--- src/rtl/dlx_pipe_pkg.sv ---
// Shared DLX pipeline definitions: sequencer state encoding, stall-need
// constants and the default register index width.
package dlx_pipe_pkg;

  localparam int REG_W_DFLT = 5;

  typedef enum logic {
    ST_RUN   = 1'b0,
    ST_STALL = 1'b1
  } hz_state_e;

  localparam logic [1:0] STALL_NONE     = 2'd0;
  localparam logic [1:0] STALL_LOAD_BR  = 2'd2;
  localparam logic [1:0] STALL_ALU_BR   = 2'd1;
  localparam logic [1:0] STALL_LOAD_USE = 2'd1;

endpackage

--- src/rtl/branch_hazard_detect.sv ---
// Combinational stall-need evaluation for branch-in-ID operands and
// load-use dependencies against the EX and MEM destinations.
module branch_hazard_detect
  import dlx_pipe_pkg::*;
#(
  parameter int REG_W = REG_W_DFLT
) (
  input  logic             id_branch,
  input  logic [REG_W-1:0] id_rs,
  input  logic [REG_W-1:0] id_rt,
  input  logic             id_uses_rt,
  input  logic             ex_reg_write,
  input  logic             ex_mem_read,
  input  logic [REG_W-1:0] ex_rd,
  input  logic             mem_mem_read,
  input  logic [REG_W-1:0] mem_rd,
  output logic [1:0]       need
);

  logic match_ex;
  logic match_mem;

  // r0 is hardwired zero, so it can never carry a real dependency
  assign match_ex  = (ex_rd != '0) &&
                     ((ex_rd == id_rs) || (id_uses_rt && (ex_rd == id_rt)));
  assign match_mem = (mem_rd != '0) &&
                     ((mem_rd == id_rs) || (id_uses_rt && (mem_rd == id_rt)));

  always_comb begin
    need = STALL_NONE;
    if (id_branch && ex_mem_read && match_ex)
      need = STALL_LOAD_BR;
    else if (id_branch && ex_reg_write && match_ex)
      need = STALL_ALU_BR;
    else if (id_branch && mem_mem_read && match_mem)
      need = STALL_ALU_BR;
    else if (ex_mem_read && match_ex)
      need = STALL_LOAD_USE;
  end

endmodule

--- src/rtl/branch_hazard_ctrl.sv ---
// Front-end sequencer for the branch-in-ID pipeline: counted stalls on
// operand hazards, taken-branch flush and saturating event counters.
module branch_hazard_ctrl
  import dlx_pipe_pkg::*;
#(
  parameter int CNT_W = 16,
  parameter int REG_W = REG_W_DFLT
) (
  input  logic             clk,
  input  logic             rst,
  input  logic             id_branch,
  input  logic [REG_W-1:0] id_rs,
  input  logic [REG_W-1:0] id_rt,
  input  logic             id_uses_rt,
  input  logic             pc_sel,
  input  logic             ex_reg_write,
  input  logic             ex_mem_read,
  input  logic [REG_W-1:0] ex_rd,
  input  logic             mem_mem_read,
  input  logic [REG_W-1:0] mem_rd,
  input  logic             hold,
  output logic             pc_write,
  output logic             ifid_write,
  output logic             ifid_flush,
  output logic             idex_bubble,
  output logic             stalled,
  output logic [CNT_W-1:0] taken_cnt,
  output logic [CNT_W-1:0] stall_cnt
);

  hz_state_e        state_q, state_d;
  logic [1:0]       rem_q, rem_d;
  logic [1:0]       need;
  logic [CNT_W-1:0] taken_cnt_q, stall_cnt_q;

  branch_hazard_detect #(.REG_W(REG_W)) u_detect (
    .id_branch    (id_branch),
    .id_rs        (id_rs),
    .id_rt        (id_rt),
    .id_uses_rt   (id_uses_rt),
    .ex_reg_write (ex_reg_write),
    .ex_mem_read  (ex_mem_read),
    .ex_rd        (ex_rd),
    .mem_mem_read (mem_mem_read),
    .mem_rd       (mem_rd),
    .need         (need)
  );

  always_ff @(posedge clk) begin
    if (rst) begin
      state_q     <= ST_RUN;
      rem_q       <= 2'd0;
      taken_cnt_q <= '0;
      stall_cnt_q <= '0;
    end else begin
      state_q <= state_d;
      rem_q   <= rem_d;
      if (ifid_flush && (taken_cnt_q != '1))
        taken_cnt_q <= taken_cnt_q + 1'b1;
      if (idex_bubble && !hold && (stall_cnt_q != '1))
        stall_cnt_q <= stall_cnt_q + 1'b1;
    end
  end

  always_comb begin
    state_d = state_q;
    rem_d   = rem_q;
    if (!hold) begin
      case (state_q)
        ST_RUN: begin
          // the first bubble of a load-to-branch stall is spent in RUN
          if (need == STALL_LOAD_BR) begin
            state_d = ST_STALL;
            rem_d   = 2'd1;
          end
        end
        ST_STALL: begin
          rem_d = rem_q - 2'd1;
          if (rem_d == 2'd0)
            state_d = ST_RUN;
        end
        default: state_d = ST_RUN;
      endcase
    end
  end

  always_comb begin
    pc_write    = 1'b0;
    ifid_write  = 1'b0;
    ifid_flush  = 1'b0;
    idex_bubble = 1'b0;
    if (rst) begin
      idex_bubble = 1'b1;
    end else if (hold) begin
      idex_bubble = 1'b0;
    end else if ((state_q == ST_STALL) || (need != STALL_NONE)) begin
      idex_bubble = 1'b1;
    end else begin
      pc_write   = 1'b1;
      ifid_write = 1'b1;
      ifid_flush = id_branch & pc_sel;
    end
  end

  assign stalled   = !rst && (state_q == ST_STALL);
  assign taken_cnt = taken_cnt_q;
  assign stall_cnt = stall_cnt_q;

endmodule

--- config.mk ---
export PLATFORM = sky130hd
export DESIGN_NAME = branch_hazard_ctrl
export DESIGN_NICKNAME = d
export VERILOG_FILES = /design/src/rtl/dlx_pipe_pkg.sv /design/src/rtl/branch_hazard_detect.sv /design/src/rtl/branch_hazard_ctrl.sv
export SDC_FILE = /design/constraint.sdc
export NUM_CORES = 1
export LEC_CHECK = 0
export ABC_AREA = 1
export BUFFER_PORTS_ARGS = -buffer_cell sky130_fd_sc_hd__buf_4
export CORE_MARGIN = 5
export CORE_UTILIZATION = 49
export CTS_BUF_LIST = sky130_fd_sc_hd__clkbuf_4
export DETAILED_ROUTE_END_ITERATION = 10
export GPL_TIMING_DRIVEN = 0
export PLACE_DENSITY = 0.78
export SYNTH_ARGS = -nofsm -noshare
export SYNTH_HDL_FRONTEND = slang
export SYNTH_SLANG_ARGS = --single-unit
--- constraint.sdc ---
create_clock -name clk -period 1.7 [get_ports clk]
set_input_delay 0.255 -clock clk [delete_from_list [all_inputs] [get_ports clk]]
set_output_delay 0.255 -clock clk [all_outputs]
set_load 0.03 [all_outputs]
=== Word level (Yosys, flattened, before mapping) ===
Index checks and enable logic that the tools add are counted.

* Input port bits: 29
* Output and inout bits: 37
* Word-level logic and storage cells: 61
* Flip-flop bits (word level): 35

* Equality and inequality tests: 8
* Reductions and logical operators: 25
* Add/sub/neg operators: 3
* Multiplexer cells: 18
* Bitwise gates (word level): 3

{| class="wikitable"
|+ Operators by type and width
! operator !! number
|-
| $add 16x1->16 const B || 2
|-
| $ne 16x16->1 const B || 2
|-
| $eq 5x5->1 || 4
|-
| $logic_and 1x1->1 || 15
|-
| $mux 1 || 12
|-
| $reduce_bool 5->1 || 2
|-
| $mux 2 || 4
|-
| $pmux 2 s2 || 1
|-
| $logic_or 1x1->1 || 3
|-
| $eq 2x2->1 const B || 1
|-
| $logic_not 1->1 || 2
|-
| $logic_not 2->1 || 1
|-
| $ne 2x2->1 const B || 1
|-
| $not 1->1 || 2
|-
| $pmux 1 s2 || 1
|-
| $reduce_and 2->1 || 1
|-
| $reduce_bool 2->1 || 1
|-
| $sub 2x1->2 const B || 1
|-
| $and 1x1->1 || 1
|}

=== Logic depth before layout (Yosys ltp) ===
* Depth after elaboration: 16
* Depth in mapped cells: 14
* Mapped depth without buffers: 13

=== By module ===
Synthesis repeated with hierarchy kept, for this count alone.

* Cells, all modules: 438
* Area total of the unflattened synthesis: 2,536.2 um2

{| class="wikitable"
|+ Modules (own cells, without submodules)
! module !! instances !! area each (um2) !! cells each !! sequential area each (um2)
|-
| branch_hazard_ctrl || 1 || 2,122.0 || 344 || 700.7
|-
| branch_hazard_detect || 1 || 414.1 || 94 || 0.0
|}

=== Worst setup path before layout ===
OpenSTA, ideal clock, no wires.

* Path kind: register to register
* Start point: register taken_cnt_q[1] (netlist: taken_cnt[1])
* End point: register taken_cnt_q[15] (netlist: taken_cnt[15])
* Path buffers: 1
* Library setup time: 0.132 ns
* Path slack: -0.248 ns
* Data required time: 1.568 ns
* Arrival time: 1.815 ns
* Clock period less this slack: 1.948 ns
* Cell stages (with the launch flop): 10
* Cells stage by stage: dfxtp_1 ha_1 nand3_2 inv_2 nand4_1 nor2_2 nand4_4 clkbuf_1 nand4_1 a21oi_1

* Word-level cells in the longest chain between the ends: 2

{| class="wikitable"
|+ RTL lines
! element !! RTL line !! RTL
|-
| from (decl) || branch_hazard_ctrl.sv:34 || <nowiki>logic [CNT_W-1:0] taken_cnt_q, stall_cnt_q;</nowiki>
|-
| from (signal assigned) || branch_hazard_ctrl.sv:59 || <nowiki>taken_cnt_q <= taken_cnt_q + 1'b1;</nowiki>
|-
| branches (longest 2 deep; another with $add 16x1->16) || - ||
|}

Parallel ways; which one is timed is not known.
A chain may end at the register's enable or synchronous reset.

=== Final worst setup path ===
* Start point: register taken_cnt_q[7] (netlist: taken_cnt[7])
* End point: register taken_cnt_q[10] (netlist: taken_cnt[10])

Same word-level chain as after synthesis.

==> impl_metrics.json <==
{
  "relSlewSlack": 0.603,
  "cts_buffers": 5,
  "internal_power_mw": 1.27,
  "fin_util": 0.729,
  "synth.area.mux_share": 0,
  "track_usage": 0.214,
  "layout_common_cells": "nand2_1 (112), buf_4 (79), nand3_1 (30)",
  "critPathLaunch": "taken_cnt[7]",
  "yosysWarnings": 0,
  "ctsLongestPathBuffers": 2,
  "hold_buffers": 0,
  "cp_max_fo": 6,
  "nNetsFinal": 507,
  "routedWlPerCell_um": 13.0,
  "startpoint_type": "flop",
  "crit_required_ps": 2000,
  "min_period_ps": 1650,
  "fin_total_pwr_mw": 1.79,
  "hold_viol": 0,
  "first_pass_iters": 4,
  "timing.final.setup_violations": 0,
  "htreeDepth": 2,
  "status": "completed",
  "p_comb_frac": 0.187,
  "seqPwrFrac": 0.458,
  "pin_count": 66,
  "fin_cells": 543,
  "cellLeakagePower_nw": 1.60,
  "power.switching_uw": 520,
  "clock_power_share": 0.355,
  "drc": 0,
  "layout.cell_area.non_filler_um2": 3490,
  "synth_compound_area_frac": 0.0744,
  "synth-seq-cells": 35,
  "rsz0062_at_grt": "yes",
  "io_buffers": 64,
  "syn_area_per_cell_um2": 6.36,
  "dp_cells": 517,
  "hold_path.startpoint": "hold",
  "gp_congestion": 0.888,
  "die-area_um2": 6530,
  "cts.sinks": 35,
  "clk_latency_ps": 360,
  "path_buf_inv": 1,
  "period_share": 0.972,
  "ys_seq_area_frac": 0.285,
  "max_freq_mhz": 605,
  "place_area_um2": 3060,
  "core_um2": 4790,
  "finalWorstSetupSlack_ps": 47.0,
  "viasPerCell": 5.10,
  "drive_above_1_share": 0.349,
  "die_h_um": 80.8,
  "slowest_delay_ps": 410,
  "pre_cts_ws_ps": -300,
  "initial_utilization": 0.513,
  "die_x_um": 80.8,
  "grt_pass1_vias": 2555,
  "hold_ws_ps": 196,
  "synth_area_um2": 2450,
  "clk_pin_slew_ps": 130,
  "power.density_nw_per_um2": 513,
  "cts_root_buf": "clkbuf_4",
  "hp-class": "input port to flop",
  "routed_wl_mm": 7.05,
  "crit_family": "simple AND/OR/NAND/NOR gates",
  "finalSetupTns_ps": 0,
  "grt_max_degree": 13,
  "synthXorXnorAreaFrac": 0.107,
  "antenna_found_initial": 0,
  "routed-via-count": 2770,
  "slew_viol_final": 0,
  "synthAdderAreaFrac": 0.0153,
  "diodes": 0,
  "final_common_cell": "nand2_1",
  "rows": 25,
  "netlist_instances": 386,
  "drt_iter0_drc": 125,
  "overflow": 0,
  "synth_nets": 418,
  "area_delta_synth_final_pct": 42.1,
  "hpwl_mm": 4.94,
  "r2r-start": "taken_cnt[7]",
  "cts_tree": "yes",
  "tightest_slew_ps": 595,
  "arrival_ps": 1950,
  "antenna_left": 0,
  "yosysUniqueCellTypes": 28,
  "maxCapViolations": 0,
  "crit_path_end_kind": "flop",
  "path_cells": "nand2_1 -> nor2_2 -> nand4_1 -> nor2_2 -> nand4_4 -> nand3_4 -> clkbuf_16 -> nand2_2 -> a21oi_1",
  "skew_ps": 21.0,
  "criticalPathCategory": "flop to flop",
  "synth_top_family_by_area": "simple AND/OR/NAND/NOR gates",
  "ir_drop_mv": 0.317,
  "multiInputGateArea_um2": 1660,
  "register_area_um2": 742,
  "crit_slowest_cell": "dfxtp_4",
  "swShare": 0.291,
  "critPathMostFrequentCell": "nor2_2",
  "fillers": 405,
  "grt_pass1_wl_mm": 11.2,
  "synthSimpleGateAreaFrac": 0.423
}
==> final cells by class <==
class | instances | share of cell area
flip-flops and latches | 35 | 0.213
plain buffers | 10 | 0.0215
multi-input cells | 295 | 0.477
clock inverters | 3 | 0.0126
repair buffers | 84 | 0.192
clock buffers | 5 | 0.0108
inverters | 44 | 0.0495
well taps | 67 | 0.0240
==> kinds of logic (layout without fill, tap and decap cells) <==
group,count (synthesis),count (layout)
AOI/OAI and AO/OA,36,36
xor gates and xnor gates,30,30
adders and majority gates,3,3
buffers and inverters,56,146
DFF,35,35
and+or+nand+nor,226,226
==> power by group through the flow <==
| stage | clock network [mW] | registers [mW] | logic [mW] |
|---|---|---|---|
| 2_1_floorplan | 0 | 0.859 | 0.149 |
| 3_3_place_gp | 0 | 0.851 | 0.272 |
| 3_5_place_dp | 0 | 0.851 | 0.276 |
| 4_1_cts | 0.634 | 0.829 | 0.309 |
| 5_1_grt | 0.688 | 0.821 | 0.366 |
| 6_report | 0.635 | 0.820 | 0.334 |
==> routing by layer <==
layer,up-vias,track usage,wire [µm]
met4,0,0.0574,97
li1,1432,-,-
met2,59,0.376,3530
met3,9,0.0399,339
met5,-,0,0
met1,1270,0.267,3080
==> synthesized netlist by cell type <==
master / number / area share
nor3_1: 8 / 0.016
ha_1: 3 / 0.015
nor2_4: 1 / 0.0046
nand2_2: 2 / 0.0051
nor4_1: 3 / 0.0076
xor2_1: 17 / 0.061
o21ai_0: 1 / 0.0020
xnor2_1: 13 / 0.046
or2_2: 1 / 0.0026
clkbuf_1: 7 / 0.011
buf_6: 1 / 0.0046
nand3_4: 1 / 0.0071
a21o_1: 1 / 0.0031
nand4_2: 1 / 0.0051
nand4_4: 1 / 0.0087
buf_4: 4 / 0.012
nand4_1: 20 / 0.051
nand3_1: 32 / 0.065
inv_1: 41 / 0.063
nor3_2: 1 / 0.0041
dfxtp_1: 35 / 0.29
inv_2: 3 / 0.0046
nor2_2: 2 / 0.0051
nand2_1: 121 / 0.19
nor2_1: 29 / 0.044
nand3_2: 2 / 0.0082
a21oi_1: 34 / 0.069
nand3b_1: 1 / 0.0031
==> final timing paths <==
kind                    to  slack [ps]  depth (start not counted)
max reg2reg  taken_cnt[10]          50                          9
max          taken_cnt[10]          50                          9
min                state_q         200                          3
min reg2reg       rem_q[1]         470                          2
==> worst min-delay path, stage by stage <==
cell	delay, ps
buf_4	140
a21oi_1	70
nor2_1	70
==> registers in the layout (all words and copies together), names as in the netlist <==
signal and count:
stall_cnt 16, taken_cnt 16, rem_q 2, state_q 1
==> timing repair <==
item / CTS / global route
pin swaps: 6 / 21
setup endpoints to repair: 25 / 36
cloned: 0 / 1
gates resized for setup: 16 / 56
buffers inserted: 13 / 7
No activity file was read; power rests on OpenSTA's default activity.
